### config.mk
export PLATFORM = sky130hd
export DESIGN_NAME = param_code_detonator
export DESIGN_NICKNAME = d
export VERILOG_FILES = /design/src/rtl/param_code_detonator.sv
export SDC_FILE = /design/constraint.sdc
export NUM_CORES = 1
export LEC_CHECK = 0
export CORE_MARGIN = 5
export CORE_UTILIZATION = 61
export DETAILED_ROUTE_END_ITERATION = 8
export GPL_TIMING_DRIVEN = 0
export HOLD_SLACK_MARGIN = 0.03
export PLACE_DENSITY = 0.9
export SLEW_MARGIN = 10
export SYNTH_ARGS = -nofsm -noshare
export SYNTH_HDL_FRONTEND = slang
export SYNTH_SLANG_ARGS = --single-unit
export TNS_END_PERCENT = 50
### constraint.sdc
create_clock -name clk -period 5.7 [get_ports clk]
set_input_delay 1.14 -clock clk [delete_from_list [all_inputs] [get_ports clk]]
set_output_delay 1.14 -clock clk [all_outputs]
set_load 0.01 [all_outputs]
### src/rtl/param_code_detonator.sv
// Keypad code lock: arm, key in a BCD code, fire only after a matching check; repeated misses lock out until reset.
// Define CODE_PROG_EN to add the PROG state and a reprogrammable code register (default build uses DEFAULT_CODE only).
module param_code_detonator #(
    parameter int          DIGITS       = 4,
    parameter logic [31:0] DEFAULT_CODE = 32'h0000_2580,
    parameter int          MAX_TRIES    = 3,
    parameter int          TIMEOUT_CYC  = 1000
) (
    input  logic       clk,
    input  logic       rst,
    input  logic [9:0] key_n,
    input  logic       arm,
    input  logic       disarm,
    input  logic       enter,
    input  logic       fire,
    input  logic       clear,
    input  logic       prog,
    output logic       ok_led,
    output logic       fire_led,
    output logic       err_led,
    output logic       buzzer,
    output logic       lock_led,
    output logic [3:0] digit_disp,
    output logic [3:0] digit_cnt
);
    localparam int BW = 4 * DIGITS;
    localparam int IW = (TIMEOUT_CYC > 1) ? $clog2(TIMEOUT_CYC) : 1;
    localparam logic [IW-1:0] IDLE_LAST = IW'(TIMEOUT_CYC - 1);
    localparam logic [3:0]    CNT_FULL  = 4'(DIGITS);
    localparam logic [3:0]    TRIES_MAX = 4'(MAX_TRIES);

    typedef enum logic [3:0] {
        S_IDLE, S_ARMED, S_ENTRY, S_CHECK, S_OK, S_FIRE, S_ERROR, S_LOCKED, S_PROG
    } state_t;

    state_t        r_state, w_nextState;
    logic [9:0]    r_prevKey;
    logic [BW-1:0] r_buf, w_bufShift, w_code;
    logic [3:0]    r_cnt, r_disp, r_failCnt, w_failNext, w_digit;
    logic [IW-1:0] r_idleCnt;
    logic          r_ok, r_fire, r_err, r_lock;
    logic          w_keyEvent, w_accept, w_bufFull, w_timeout, w_codeMatch, w_clearBuf;

`ifdef CODE_PROG_EN
    localparam bit PROG_EN = 1'b1;
    logic [BW-1:0] r_code;

    always_ff @(posedge clk or posedge rst) begin
        if (rst) begin
            r_code <= DEFAULT_CODE[BW-1:0];
        end else if (r_state == S_PROG && enter && w_bufFull) begin
            r_code <= r_buf;
        end
    end

    assign w_code = r_code;
`else
    localparam bit PROG_EN = 1'b0;
    assign w_code = DEFAULT_CODE[BW-1:0];
`endif

    // A key counts only on a clean press: exactly one line low after a fully released keypad.
    always_comb begin
        w_digit = 4'd0;
        for (int i = 0; i < 10; i++) begin
            if (!key_n[i]) w_digit = 4'(i);
        end
    end

    assign w_keyEvent  = $onehot(~key_n) && (r_prevKey == 10'h3FF);
    assign w_bufFull   = (r_cnt == CNT_FULL);
    assign w_timeout   = (r_idleCnt == IDLE_LAST);
    assign w_codeMatch = (r_buf == w_code);
    assign w_failNext  = r_failCnt + 4'd1;

    if (DIGITS > 1) begin : g_shift
        assign w_bufShift = {r_buf[BW-5:0], w_digit};
    end else begin : g_single
        assign w_bufShift = w_digit;
    end

    always_comb begin
        w_nextState = r_state;
        w_accept    = 1'b0;
        case (r_state)
            S_IDLE: begin
                if (fire)     w_nextState = S_ERROR;
                else if (arm) w_nextState = S_ARMED;
            end
            S_ARMED: begin
                if (fire || enter) begin
                    w_nextState = S_ERROR;
                end else if (disarm) begin
                    w_nextState = S_IDLE;
                end else if (w_keyEvent) begin
                    w_nextState = S_ENTRY;
                    w_accept    = 1'b1;
                end
            end
            S_ENTRY: begin
                if (fire) begin
                    w_nextState = S_ERROR;
                end else if (enter) begin
                    w_nextState = w_bufFull ? S_CHECK : S_ERROR;
                end else if (disarm) begin
                    w_nextState = S_IDLE;
                end else if (w_keyEvent) begin
                    if (w_bufFull) w_nextState = S_ERROR;
                    else           w_accept    = 1'b1;
                end else if (w_timeout) begin
                    w_nextState = S_IDLE;
                end
            end
            S_CHECK: begin
                if (w_codeMatch)                  w_nextState = S_OK;
                else if (w_failNext >= TRIES_MAX) w_nextState = S_LOCKED;
                else                              w_nextState = S_ERROR;
            end
            S_OK: begin
                if (fire)                 w_nextState = S_FIRE;
                else if (prog && PROG_EN) w_nextState = S_PROG;
                else if (disarm)          w_nextState = S_IDLE;
            end
            S_FIRE:   w_nextState = S_IDLE;
            S_ERROR:  if (clear) w_nextState = S_IDLE;
            S_LOCKED: w_nextState = S_LOCKED;
            S_PROG: begin
                if (enter) begin
                    w_nextState = w_bufFull ? S_IDLE : S_ERROR;
                end else if (disarm) begin
                    w_nextState = S_IDLE;
                end else if (w_keyEvent) begin
                    if (w_bufFull) w_nextState = S_ERROR;
                    else           w_accept    = 1'b1;
                end
            end
            default: w_nextState = S_IDLE;
        endcase
    end

    assign w_clearBuf = (w_nextState != r_state) &&
                        (w_nextState inside {S_IDLE, S_ARMED, S_ERROR, S_PROG, S_LOCKED});

    // Indicators are registered off the next state so they line up exactly with the state register.
    always_ff @(posedge clk or posedge rst) begin
        if (rst) begin
            r_state   <= S_IDLE;
            r_prevKey <= 10'h3FF;
            r_buf     <= '0;
            r_cnt     <= 4'd0;
            r_disp    <= 4'd0;
            r_failCnt <= 4'd0;
            r_idleCnt <= '0;
            r_ok      <= 1'b0;
            r_fire    <= 1'b0;
            r_err     <= 1'b0;
            r_lock    <= 1'b0;
        end else begin
            r_state   <= w_nextState;
            r_prevKey <= key_n;
            if (w_clearBuf) begin
                r_buf <= '0;
                r_cnt <= 4'd0;
            end else if (w_accept) begin
                r_buf <= w_bufShift;
                r_cnt <= r_cnt + 4'd1;
            end
            if (w_accept) r_disp <= w_digit;
            if (w_nextState != S_ENTRY || w_keyEvent) begin
                r_idleCnt <= '0;
            end else if (!w_timeout) begin
                r_idleCnt <= r_idleCnt + 1'b1;
            end
            if (r_state == S_CHECK) r_failCnt <= w_codeMatch ? 4'd0 : w_failNext;
            r_ok   <= (w_nextState == S_OK);
            r_fire <= (w_nextState == S_FIRE);
            r_err  <= (w_nextState == S_ERROR) || (w_nextState == S_LOCKED);
            r_lock <= (w_nextState == S_LOCKED);
        end
    end

    assign ok_led     = r_ok;
    assign fire_led   = r_fire;
    assign err_led    = r_err;
    assign buzzer     = r_err;
    assign lock_led   = r_lock;
    assign digit_disp = r_disp;
    assign digit_cnt  = r_cnt;

endmodule

* After elaboration in Yosys (flattened, before gate mapping)
Index checks and enable logic that the tools add are counted.
** Storage, ports and cells
- Register bits after elaboration :: 56
- Bits of input ports :: 18
- Output and inout port bits :: 13
- Word-level logic and storage cells :: 102
** Operators by class
- $add $sub $neg :: 12
- $lt $le $gt $ge :: 1
- Eq/ne operators :: 21
- Multiplexer cells :: 47
- Bitwise logic cells :: 1
- Reduce and logical (&&, ||, !) cells :: 9
** Operator list (count)
- 4-bit 2-to-1 mux :: 28
- 4-bit by 3-bit equality test with 1-bit output, second input constant :: 8
- 16-bit 2-to-1 mux :: 2
- 4-bit case mux with 8 select lines :: 1
- 10-bit equality test, second input constant :: 2
- 10-bit 2-to-1 mux :: 2
- 16-bit by 14-bit equality test with 1-bit output, second input constant :: 1
- 4-bit by 1-bit equality test with 1-bit output, second input constant :: 3
- 1-bit by 1-bit adder with 2-bit output :: 5
- 10-bit by 1-bit adder with 10-bit output, second input constant :: 1
- 1-bit 2-to-1 mux :: 10
- 10-bit NOT :: 1
- 4-bit by 1-bit adder with 4-bit output, second input constant :: 2
- 4-bit by 2-bit equality test with 1-bit output, second input constant :: 2
- 4-bit equality test, second input constant :: 2
- 4-bit zero test :: 2
- 2-bit by 2-bit adder with 3-bit output :: 2
- 3-bit 2-to-1 mux :: 2
- 5-bit nonzero test :: 1
- 3-bit by 3-bit adder with 4-bit output :: 1
- 4-bit by 2-bit adder with 4-bit output :: 1
- 4-bit by 2-bit >= comparator with 1-bit output, second input constant :: 1
- 4-bit by 2-bit != test with 1-bit output, second input constant :: 1
- 4-bit != test :: 1
- 6 further kinds :: 9

* Longest topological paths before layout
Gate-level depths: netlist (run 1).
- Word-level depth :: 16
- Mapped depth :: 17
- Mapped depth without buffers :: 16

* Least setup slack after synthesis (run 1)
No wires, ideal clock.
- Kind :: input to register
- Start point :: in key_n[0]
- End point :: reg r_buf[3]
- Library setup time :: 0.127 ns
- Arrival time :: 5.048 ns
- Data required time :: 5.573 ns
- Path slack :: 0.525 ns
- Cell stages on the path :: 17
- Path buffers :: 1
- Path through :: inv_1 -> fa_1 -> inv_1 -> fa_1 -> inv_1 -> fa_1 -> ha_1 -> inv_1 -> fa_1 -> a2111o_1 -> a2111o_1 -> nor3_2 -> nor4b_1 -> a22o_2 -> o22ai_2 -> buf_6 -> nor3_2
** On the way
- Longest elaborated chain between the ends :: 16
- Elaborated cells on any way between the ends :: 36
- Those cells by class :: add/sub: 4; eq/ne: 6; mux: 20; bitwise: 1; reduce/logical: 5
** Ends and longest elaborated chain
- start, declared :: RTL line 11 : input logic [9:0] key_n,
- 10-bit NOT * :: RTL line 70 : assign w_keyEvent = $onehot(~key_n) && (r_prevKey == 10'h3FF);
- 1-bit by 1-bit adder with 2-bit output (not written as such) * :: RTL line 70
- 2-bit by 2-bit adder with 3-bit output (not written as such) * :: RTL line 70
- 3-bit by 3-bit adder with 4-bit output (not written as such) * :: RTL line 70
- 4-bit by 2-bit adder with 4-bit output (not written as such) * :: RTL line 70
- 4-bit by 1-bit equality test with 1-bit output * :: RTL line 70
- 1-bit logical AND * :: RTL line 70
- 4-bit 2-to-1 mux :: RTL line 107 : end else if (w_keyEvent) begin
- 4-bit 2-to-1 mux :: RTL line 105 : end else if (disarm) begin
- 4-bit 2-to-1 mux :: RTL line 103 : end else if (enter) begin
- 4-bit 2-to-1 mux :: RTL line 101 : if (fire) begin
- 4-bit case mux with 8 select lines :: RTL line 85 : case (r_state)
- 4-bit by 1-bit equality test with 1-bit output (tied with other cells) :: RTL line 142 : (w_nextState inside {S_IDLE, S_ARMED, S_ERROR, S_PROG, S_LOCKED});
- 5-bit nonzero test :: RTL line 142
- 1-bit logical AND :: RTL line 141 : assign w_clearBuf = (w_nextState != r_state) &&
- 16-bit 2-to-1 mux / 2-bit nonzero test (equally long branches)
- end signal, assigned :: RTL line 165 : r_buf <= w_bufShift;
- end, declared :: RTL line 38 : logic [BW-1:0] r_buf, w_bufShift, w_code;
Mark *: on every way between the ends. The rest lies on a longest branch, timed or not.
A chain may end at the register's enable or synchronous reset.

* Worst setup path in the final report (run 1)
- Start point :: in key_n[5]
- End point :: reg r_buf[3]
** On the way
- Longest elaborated chain between the ends :: 16
- Elaborated cells on any way between the ends :: 42
- Those cells by class :: add/sub: 4; eq/ne: 6; mux: 26; bitwise: 1; reduce/logical: 5
** Ends and longest elaborated chain (RTL line)
- 10-bit NOT :: 70
- 1-bit by 1-bit adder with 2-bit output (not written as such) :: 70
- 2-bit by 2-bit adder with 3-bit output (not written as such) :: 70
- 3-bit by 3-bit adder with 4-bit output (not written as such) :: 70
- 4-bit by 2-bit adder with 4-bit output (not written as such) :: 70
- 4-bit by 1-bit equality test with 1-bit output :: 70
- 1-bit logical AND :: 70
- 4-bit 2-to-1 mux :: 107
- 4-bit 2-to-1 mux :: 105
- 4-bit 2-to-1 mux :: 103
- 4-bit 2-to-1 mux :: 101
- 4-bit case mux with 8 select lines :: 85
- 4-bit by 1-bit equality test with 1-bit output (tied with other cells) :: 142
- 5-bit nonzero test :: 142
- 1-bit logical AND :: 141
- 16-bit 2-to-1 mux / 2-bit nonzero test (equally long branches)
Parallel ways exist; a longest one is shown, timed or not. The select of a mux whose other input is x is not followed.

==> impl.org, run 1 <==
** Status
- Status :: finished, final reports clean

** Logic synthesis
- Summing every instance area after synthesis gives 2993 um2.
- Synth Flop Type :: sky130_fd_sc_hd__dfrtp_1
- Counting distinct cell types in the post-synthesis netlist gives 53.
- After synthesis, the cell types taking the most area are sky130_fd_sc_hd__dfrtp_1 (38%), sky130_fd_sc_hd__dfstp_2 (8.8%), sky130_fd_sc_hd__nand2_1 (5.5%).
- Number of enable flip-flop cells after synthesis :: 0
- Mapped Nets :: between 300 and 400
- The synthesized design spends more area on one cell type than any other, namely sky130_fd_sc_hd__dfrtp_1.
- Share of synthesized flip-flops with an asynchronous set or reset :: 100.0%
- Area share of the leading cell type in the synthesized netlist :: 38.46%
- Of the synthesized area, sequential elements account for 47.24%.
- Sorting the synthesized cells by how often they occur yields sky130_fd_sc_hd__dfrtp_1 (46), sky130_fd_sc_hd__nand2_1 (44), sky130_fd_sc_hd__nor2_1 (27), sky130_fd_sc_hd__inv_1 (25), sky130_fd_sc_hd__a21oi_1 (17).
- For this run, the number of Yosys warnings is 0.
- sky130_fd_sc_hd__dfrtp_1 is the most common cell in the netlist.
- Mean instance size in the synthesized netlist :: 9.562 um2
- Synthesis inferred 56 register bits.
- Number of standard cells after synthesis :: 313

** CTS
- H-tree depth :: 2
- Clock-pin slew was measured on the worst setup and hold paths at 0.10 ns.
- TritonCTS built the clock tree.
- The number of clock buffers added by TritonCTS is 5.
- Hold repair after CTS inserted 0 buffers.
- Clock tree synthesis found a total of 56 sinks.
- Deepest clock path buffer count :: 2
- At the later pin of the worst-skew pair, clock insertion delay measures 0.31 ns.
- Clock tree root driver cell :: sky130_fd_sc_hd__clkbuf_8

** Power
- Pint :: 876.8 uW
- Combinational cells account for approximately 47% of the total power.
- Of the total power, the share spent switching nets is 37.58%.
- Sequential Power Share :: ~34%
- The worst-case IR drop observed on VDD is about 0.22 mV.
- Fraction of power consumed by the clock network :: 19.0%
- Summed over all cells, the static leakage comes to 1.612 nW.
- Pwr per Cell Area :: 384.9 nW/um2
- The analysis attributes to net switching a power of 527.9 uW.
- Total power draw :: 1.405 mW

** Detailed routing
- For this run, the detailed router's first-pass iteration total came to 4.
- Via density :: 5.738
- After the first detailed-routing iteration, the DRC count stood at 162.
- In the routed design, unresolved DRC markers number 0.
- Number of antenna-violating nets in the routed design :: 0
- After detailed routing, the total wire length is approximately 6600 um.
- For this block, the via count after detailed routing is 2450.
- Post-detailed-route wirelength per cell :: 15.43 um

** Global routing
- In this run the most used layer during global routing was met2.
- Global routing consumed, on the met1 layer, 28.70% of the routing resources.
- The initial antenna violation count was 0.
- Vias in the first global route :: between 2000 and 2500
- Met3 Resource Use GR :: 5.192%
- Total gr overflow :: 0
- Met2 track utilization from global routing :: 37.42%
- Entering global routing, the biggest net connects 37 pins.
- Aggregate global-route resource usage :: 22.59%
- Wire length of the first global-routing pass :: 11200 um

** Timing
- Worst-case clock skew :: 0.006962 ns
- Final worst-path setup slack :: 0.08163 ns
- Number of hold-slack violations in the final timing report :: 0
- Final critical-path share of the clock period :: 98.57%
- Peak Freq :: 0.1780 GHz
- Relative slew slack :: 60.37%
- Final setup viols :: 0
- Number of slew-limit violations in the final report :: 0
- Tightest Pin Transition :: 0.5868 ns
- Counting I/O delays and the setup requirement, the final critical path takes 5.618 ns.

** Layout
- Area growth, synth to finish :: 21.95%
- Count of fill cells added during filler insertion :: 324
- Cells fill 76.76% of the core in the end.
- Number of diodes :: 0
- In the final design database the tool counted between 300 and 400 nets.
- The post-route netlist has 16.94% of its cells at a drive strength greater than 1.

** Min path
- Counting instances, the worst hold path has a depth of 1.
- Worst hold-check path type :: reg2reg

** Critical path
- The worst setup path is of the in2reg kind.
- In this run the worst path has a maximum fanout of 5.
- Data on the critical path arrives at its endpoint at 5.81 ns.
- Worst setup EP type :: register
- Depth of the worst register-to-register path :: 11
- Data on the critical path is required at its endpoint by 5.89 ns.
- Critical Path Start Type :: input port

** Placed design
- Setup Slack @ Placement :: -0.4171 ns
- Once detailed placement completed, the half-perimeter wirelength came to between 4000 and 5000 um.
- # port buffers :: 29
- Placer congestion estimate :: ~0.9

** Floorplan
- The floorplan has 25 rows.
- The die covers 6407 um2.
- The die is 80.05 um wide.
- Once the floorplan was initialized, standard cells occupied 62.95% of the core.
- Area of the core :: 4755 um2
- Y dimension of the die :: ~80 um
- I/O pin cnt :: 31

** Job
- Across the run, the number of max-cap violations was 0.
critical path: stages:
cell,delay [ns]
sky130_fd_sc_hd__dlygate4sd2_1,0.30
sky130_fd_sc_hd__inv_1,0.09
sky130_fd_sc_hd__fa_1,0.56
sky130_fd_sc_hd__inv_1,0.06
sky130_fd_sc_hd__fa_1,0.49
sky130_fd_sc_hd__inv_1,0.05
sky130_fd_sc_hd__fa_1,0.48
sky130_fd_sc_hd__ha_2,0.17
sky130_fd_sc_hd__inv_1,0.05
sky130_fd_sc_hd__fa_2,0.34
sky130_fd_sc_hd__a2111o_1,0.43
sky130_fd_sc_hd__a2111o_1,0.53
sky130_fd_sc_hd__nor3_4,0.28
sky130_fd_sc_hd__nor4b_4,0.08
sky130_fd_sc_hd__a22o_2,0.32
sky130_fd_sc_hd__o22ai_4,0.23
sky130_fd_sc_hd__buf_6,0.17
sky130_fd_sc_hd__nor3_2,0.04
registers in the layout (all words and copies together), names as in the netlist, 4 cells and up:
register / cells
r_prevKey: 10
r_buf: 16
digit_cnt: 4
r_failCnt: 4
r_idleCnt: 10
r_state: 4
digit_disp: 4
power groups by stage:
| stage | combinational (mW) | clock, mW | sequential, mW |
|---|---|---|---|
| finish | 0.660 | 0.267 | 0.478 |
| global route | 0.721 | 0.287 | 0.485 |
| CTS | 0.567 | 0.270 | 0.475 |
| detailed placement | 0.515 | 0 | 0.483 |
| global placement | 0.497 | 0 | 0.480 |
| floorplan | 0.382 | 0 | 0.478 |
layout by cell type, fill, tap and decap left out, types with 6 or more instances in the layout:
cell,count
sky130_fd_sc_hd__nand3_1,15
sky130_fd_sc_hd__inv_1,23
sky130_fd_sc_hd__nand2_1,43
sky130_fd_sc_hd__clkdlybuf4s50_1,23
sky130_fd_sc_hd__buf_4,8
sky130_fd_sc_hd__nor2_1,26
sky130_fd_sc_hd__dfstp_2,10
sky130_fd_sc_hd__dfrtp_1,46
sky130_fd_sc_hd__a21oi_1,17
sky130_fd_sc_hd__ha_1,6
sky130_fd_sc_hd__xor2_1,8
sky130_fd_sc_hd__o21ai_0,13
sky130_fd_sc_hd__nand4_1,10
area by class of cell:
cell class              count  area, um2  share of cell area, %
plain buffers              12      70.07                  1.920
multi-input cells         220       1480                  40.56
flip-flops and latches     56       1414                  38.74
clock buffers               5      68.82                  1.885
clock inverters             3      46.29                  1.268
inverters                  25      93.84                  2.571
well taps                  67      83.83                  2.297
repair buffers             39      392.9                  10.76
routing by layer:
layer | wire, um | up-vias
met5 | 0 | -
met4 | 103 | 0
met3 | 420 | 13
met2 | 3233 | 83
met1 | 2829 | 1179
li1 | - | 1175
final timing paths:
kind                                     from             to  slack (ns)
worst max-delay path                 key_n[5]       r_buf[3]        0.08
worst min-delay path            digit_disp[0]  digit_disp[0]        0.51
worst max register to register   digit_cnt[0]       r_buf[3]        2.99
worst min register to register  digit_disp[0]  digit_disp[0]        0.51
max in group asynchronous                 rst   r_prevKey[7]        3.94
min in group asynchronous                 rst   r_idleCnt[6]        1.15
kinds of logic after synthesis:
group,Yosys count,synth area share (%)
flip-flops,56,47.24
AND/OR/NAND/NOR,139,23.96
buffers and inverters,37,5.476
XOR/XNOR,12,3.512
AO/OA/AOI/OAI,56,12.88
adder cells (fa/ha/maj),13,6.940
repair_timing:
action / in CTS / in global routing
setup buffers: 3 / 4
resized for setup: 8 / 16
gates cloned: 1 / 1
endpoints found under the setup margin: 21 / 30
pin swaps: 7 / 8
stage by stage:
stage	instance area [um2]	TNS [ns]	cells	hold slack, ns
2_1_floorplan	2993	0	313	0.4874
3_3_place_gp	3367	-6.399	409	0.4809
3_5_place_dp	3387	-11.86	410	0.4887
4_1_cts	3548	0	422	0.5175
5_1_grt	3650	-0.9474	427	0.5566
6_report	3650	0	427	0.5143
Power figures use the tool's default switching activity.
==> run 2: changes to the inputs <==
Settings changed: CELL_PAD_IN_SITES_DETAIL_PLACEMENT set to 0, CELL_PAD_IN_SITES_GLOBAL_PLACEMENT set to 1, CORE_UTILIZATION 61 to 47, PLACE_DENSITY 0.9 to 0.89.
==> run 2 against run 1 <==
Combinational power fell by 3.9%. Routed wire length decreased by 0.20%. Critical endpoint is now r_buf[2]. Cell count grew 1.4%. Non-clock buffer count shrank 4. Core utilization decreased by 19 points. Clock power down 19%.
==> impl.org, run 2 (same netlist as run 1, synthesis figures left out) <==
** CTS
- Worst skew pair latency :: 0.31 ns (about the same)
- Hold-fix buffers, CTS :: 0 (unchanged)
- The number of buffers inserted during clock tree synthesis came to 5 (unchanged).
- The CTS tree is built (unchanged).
- Clk sink count :: 56 (unchanged)
- The clock-pin transition on the worst setup and hold timing paths came to 0.10 ns (about the same).
- Deepest clock path buffer count :: 2 (unchanged)
- The number of H-tree levels was 2 (unchanged).
- The buffer type at the clock tree root was sky130_fd_sc_hd__clkbuf_8 (unchanged).

** Floorplan
- The total die area came to 8064 um2 (was 6407 um2).
- The area of the core came to 6277 um2 (was 4755 um2).
- Horizontal extent of the die :: 89.80 um (was 80.05 um)
- Standard-cell row count :: 29 (was 25)
- The number of top-level pins is 31 (unchanged).
- The vertical extent of the die came to 89.80 um (was 80.05 um).
- Effective utilization at floorplan :: 47.68% (was 62.95%)

** Critical path
- The critical setup path kind is in2reg (unchanged).
- The count of buffer and inverter cells on the critical path is 6 (unchanged).
- Flop-to-flop setup slack :: 3.16 ns (was 2.99 ns)
- The element type at the critical path start was an input port (unchanged).
- The highest net fanout along the worst path is 5 (unchanged).
- Origin of the worst setup path :: key_n[7] (was key_n[5])
- Worst path max stage delay :: 0.54 ns (was 0.56 ns)
- The data required time of the critical path was 5.90 ns (was 5.89 ns).
- Startpoint of the worst-slack reg-to-reg timing path :: r_idleCnt[0] (was digit_cnt[0])
- The cell depth of the worst setup path was 18 (unchanged).
- The endpoint type of the worst setup path is a register (unchanged).
- Slowest stage cell on the critical path :: sky130_fd_sc_hd__fa_1 (unchanged)
- Worst setup endpoint :: r_buf[2] (was r_buf[3])
- The data arrival time of the critical path is 5.66 ns (was 5.81 ns).
- Top cell family by delay on the critical path :: adder cells (unchanged)
- The terminus of the critical flop-to-flop path is r_buf[2] (was r_buf[3]).
- The depth of the worst register-to-register path came to 9 (was 11).
- Cell-by-cell listing of the critical path: dlymetal6s2s_1, inv_1, fa_1, inv_1, fa_1, inv_2, fa_1, ha_2, inv_1, fa_2, a2111o_1, a2111o_1, nor3_4, nor4b_4, a22o_2, o22ai_4, buf_6, nor2_1 (was dlygate4sd2_1, inv_1, fa_1, inv_1, fa_1, inv_1, fa_1, ha_2, inv_1, fa_2, a2111o_1, a2111o_1, nor3_4, nor4b_4, a22o_2, o22ai_4, buf_6, nor3_2).

** Global routing
- The leftover overflow at the end of global routing came to 0 (unchanged).
- The first-pass GRT wire length was 11410 um (was 11200 um).
- Number of antenna violations at the first check in global routing :: 0 (unchanged)
- The via count of the first global-routing pass came to 2419 (was 2435).
- Largest net degree at the start of global routing :: 33 (was 37)
- The combined global-route utilization of all metal layers is 16.66% (was 22.59%).

** Placed design
- The post-placement cell area was 3400 um2 (was 3387 um2).
- The HPWL after detailed placement was 4753 um (was 4622 um).
- The last weighted congestion value of the routability-driven placer was 0.8276 (was 0.9001).
- # port buffers :: 29 (unchanged)

** Layout
- The total inserted antenna cells is 0 (unchanged).
- Top library cells by usage in the layout, fill and taps aside :: sky130_fd_sc_hd__dfrtp_1 (46), sky130_fd_sc_hd__nand2_1 (43), sky130_fd_sc_hd__nor2_1 (26) (unchanged)
- Layout Utilization :: 57.27% (was 76.76%)
- Top flop regs: r_buf x16, r_idleCnt x10, r_prevKey x10 (unchanged).
- Post-layout nets :: 386 (was 390)
- Biggest register :: r_buf (unchanged)
- Flip-flop count of the largest register, all copies and words added :: 16 (unchanged)
- Fraction of final layout cells with drive strength greater than 1 :: 16.29% (was 16.94%)
- Non-Filler Cell Area, Final :: 3595 um2 (was 3650 um2)
- The leading cell type in the layout, fill and taps excluded is sky130_fd_sc_hd__dfrtp_1 (unchanged).
- The growth of design area from synthesis to finish is 20.11% (was 21.95%).

** Timing
- The final total negative setup slack was 0 ns (unchanged).
- The period utilization came to 95.90% (was 98.57%).
- Number of hold-slack violations in the final timing report :: 0 (unchanged)
- The tightest slew margin relative to the limit was 61.49% (was 60.37%).
- Tightest Pin Transition :: 0.5765 ns (was 0.5868 ns)
- Unrepaired setup endpoints after global routing :: false
- The count of final setup violators is 0 (unchanged).
- The setup skew after layout came to 0.01077 ns (was 0.006962 ns).
- Peak Freq :: 0.1829 GHz (was 0.1780 GHz)
- The max-slew violation total from the final report was 0 (unchanged).
- The clock period minus worst slack is 5.466 ns (was 5.618 ns).

** Detailed routing
- Via density :: 5.582 (was 5.738)
- The average wire length per cell after detail routing came to 15.18 um (was 15.43 um).
- Number of antenna-violating nets in the routed design :: 0 (unchanged)
- The count of routing violations after the opening detailed-route iteration is 158 (was 162).
- Pre-antenna DRT Iters :: 4 (unchanged)
- WL final :: 6574 um (was 6587 um)
- Remaining routing DRC violations :: 0 (unchanged)
- The vias after detailed routing is 2417 (was 2450).

** Min path
- Worst hold-check path type :: reg2reg (unchanged)

** Power
- VDD IR-drop max :: 0.2283 mV (was 0.2221 mV)
- Pwr per Cell Area :: 369.8 nW/um2 (was 384.9 nW/um2)
- The cell leakage power was 1.588 nW (was 1.612 nW).

** Job
- Number of maximum-capacitance violations :: 0 (unchanged)

** Status
- Status :: finished, final reports clean (unchanged)
run 2: worst min path at each step:
stage                        from       endpoint  slack [ns]  depth (start not counted)
global placement    digit_disp[0]  digit_disp[0]        0.48                          1
detailed placement  digit_disp[2]  digit_disp[2]        0.49                          1
CTS                 digit_disp[3]  digit_disp[3]        0.53                          2
finish              digit_disp[3]  digit_disp[3]        0.52                          2
floorplan            r_failCnt[2]   r_failCnt[2]        0.49                          1
global route            r_buf[13]      r_buf[13]        0.55                          2
run 2: worst register-to-register path, cell delays in order (launching register included):
cell,delay (ns)
sky130_fd_sc_hd__dfrtp_1,0.42
sky130_fd_sc_hd__ha_1,0.24
sky130_fd_sc_hd__nand4b_1,0.12
sky130_fd_sc_hd__nor3b_1,0.23
sky130_fd_sc_hd__nand2_1,0.18
sky130_fd_sc_hd__o41ai_1,0.49
sky130_fd_sc_hd__o211ai_1,0.24
sky130_fd_sc_hd__o22ai_4,0.30
sky130_fd_sc_hd__buf_6,0.16
sky130_fd_sc_hd__nor2_1,0.05
run 2: through the flow:
| step | hold WS [ns] | instances | worst slack [ns] | power (mW) |
|---|---|---|---|---|
| floorplan | 0.4874 | 313 | 0.5246 | 0.8604 |
| global placement | 0.4814 | 419 | -0.3287 | 0.9938 |
| detailed placement | 0.4950 | 420 | -0.4369 | 1.010 |
| CTS | 0.5257 | 429 | 0.04004 | 1.260 |
| global route | 0.5455 | 433 | 0.06668 | 1.421 |
| finish | 0.5182 | 433 | 0.2337 | 1.329 |
run 2: final cells by class:
type | instances | area, um2
plain buffers | 12 | 70.07
clock buffers | 6 | 72.57
clock inverters | 2 | 13.76
fillers | 567 | 2683
inverters | 25 | 93.84
multi-input cells | 220 | 1471
flip-flops and latches | 56 | 1414
well taps | 77 | 96.34
repair buffers | 35 | 362.8
run 2: power by group:
part / leakage, nW / total [mW] / switching [mW] / internal, mW
Combinational: 0.806 / 0.634 / 0.349 / 0.285
Clock: 0.0456 / 0.217 / 0.129 / 0.0880
Sequential: 0.736 / 0.478 / 0.0390 / 0.439
Total: 1.59 / 1.33 / 0.517 / 0.812
run 2: timing repair:
item	in CTS	in global routing
endpoints found under the setup margin	21	30
resized for setup	5	23
pin swaps	4	12
gates cloned	1	1
setup buffers	0	3
run 2: per-layer routing:
metal  vias to the layer above  routed length (um)  track usage (%)
met5                         -                   0                0
met4                         0                 151            4.912
met3                        17                 365            3.673
met2                        70                3153            27.20
met1                      1162                2903            22.19
li1                       1168                   -                -
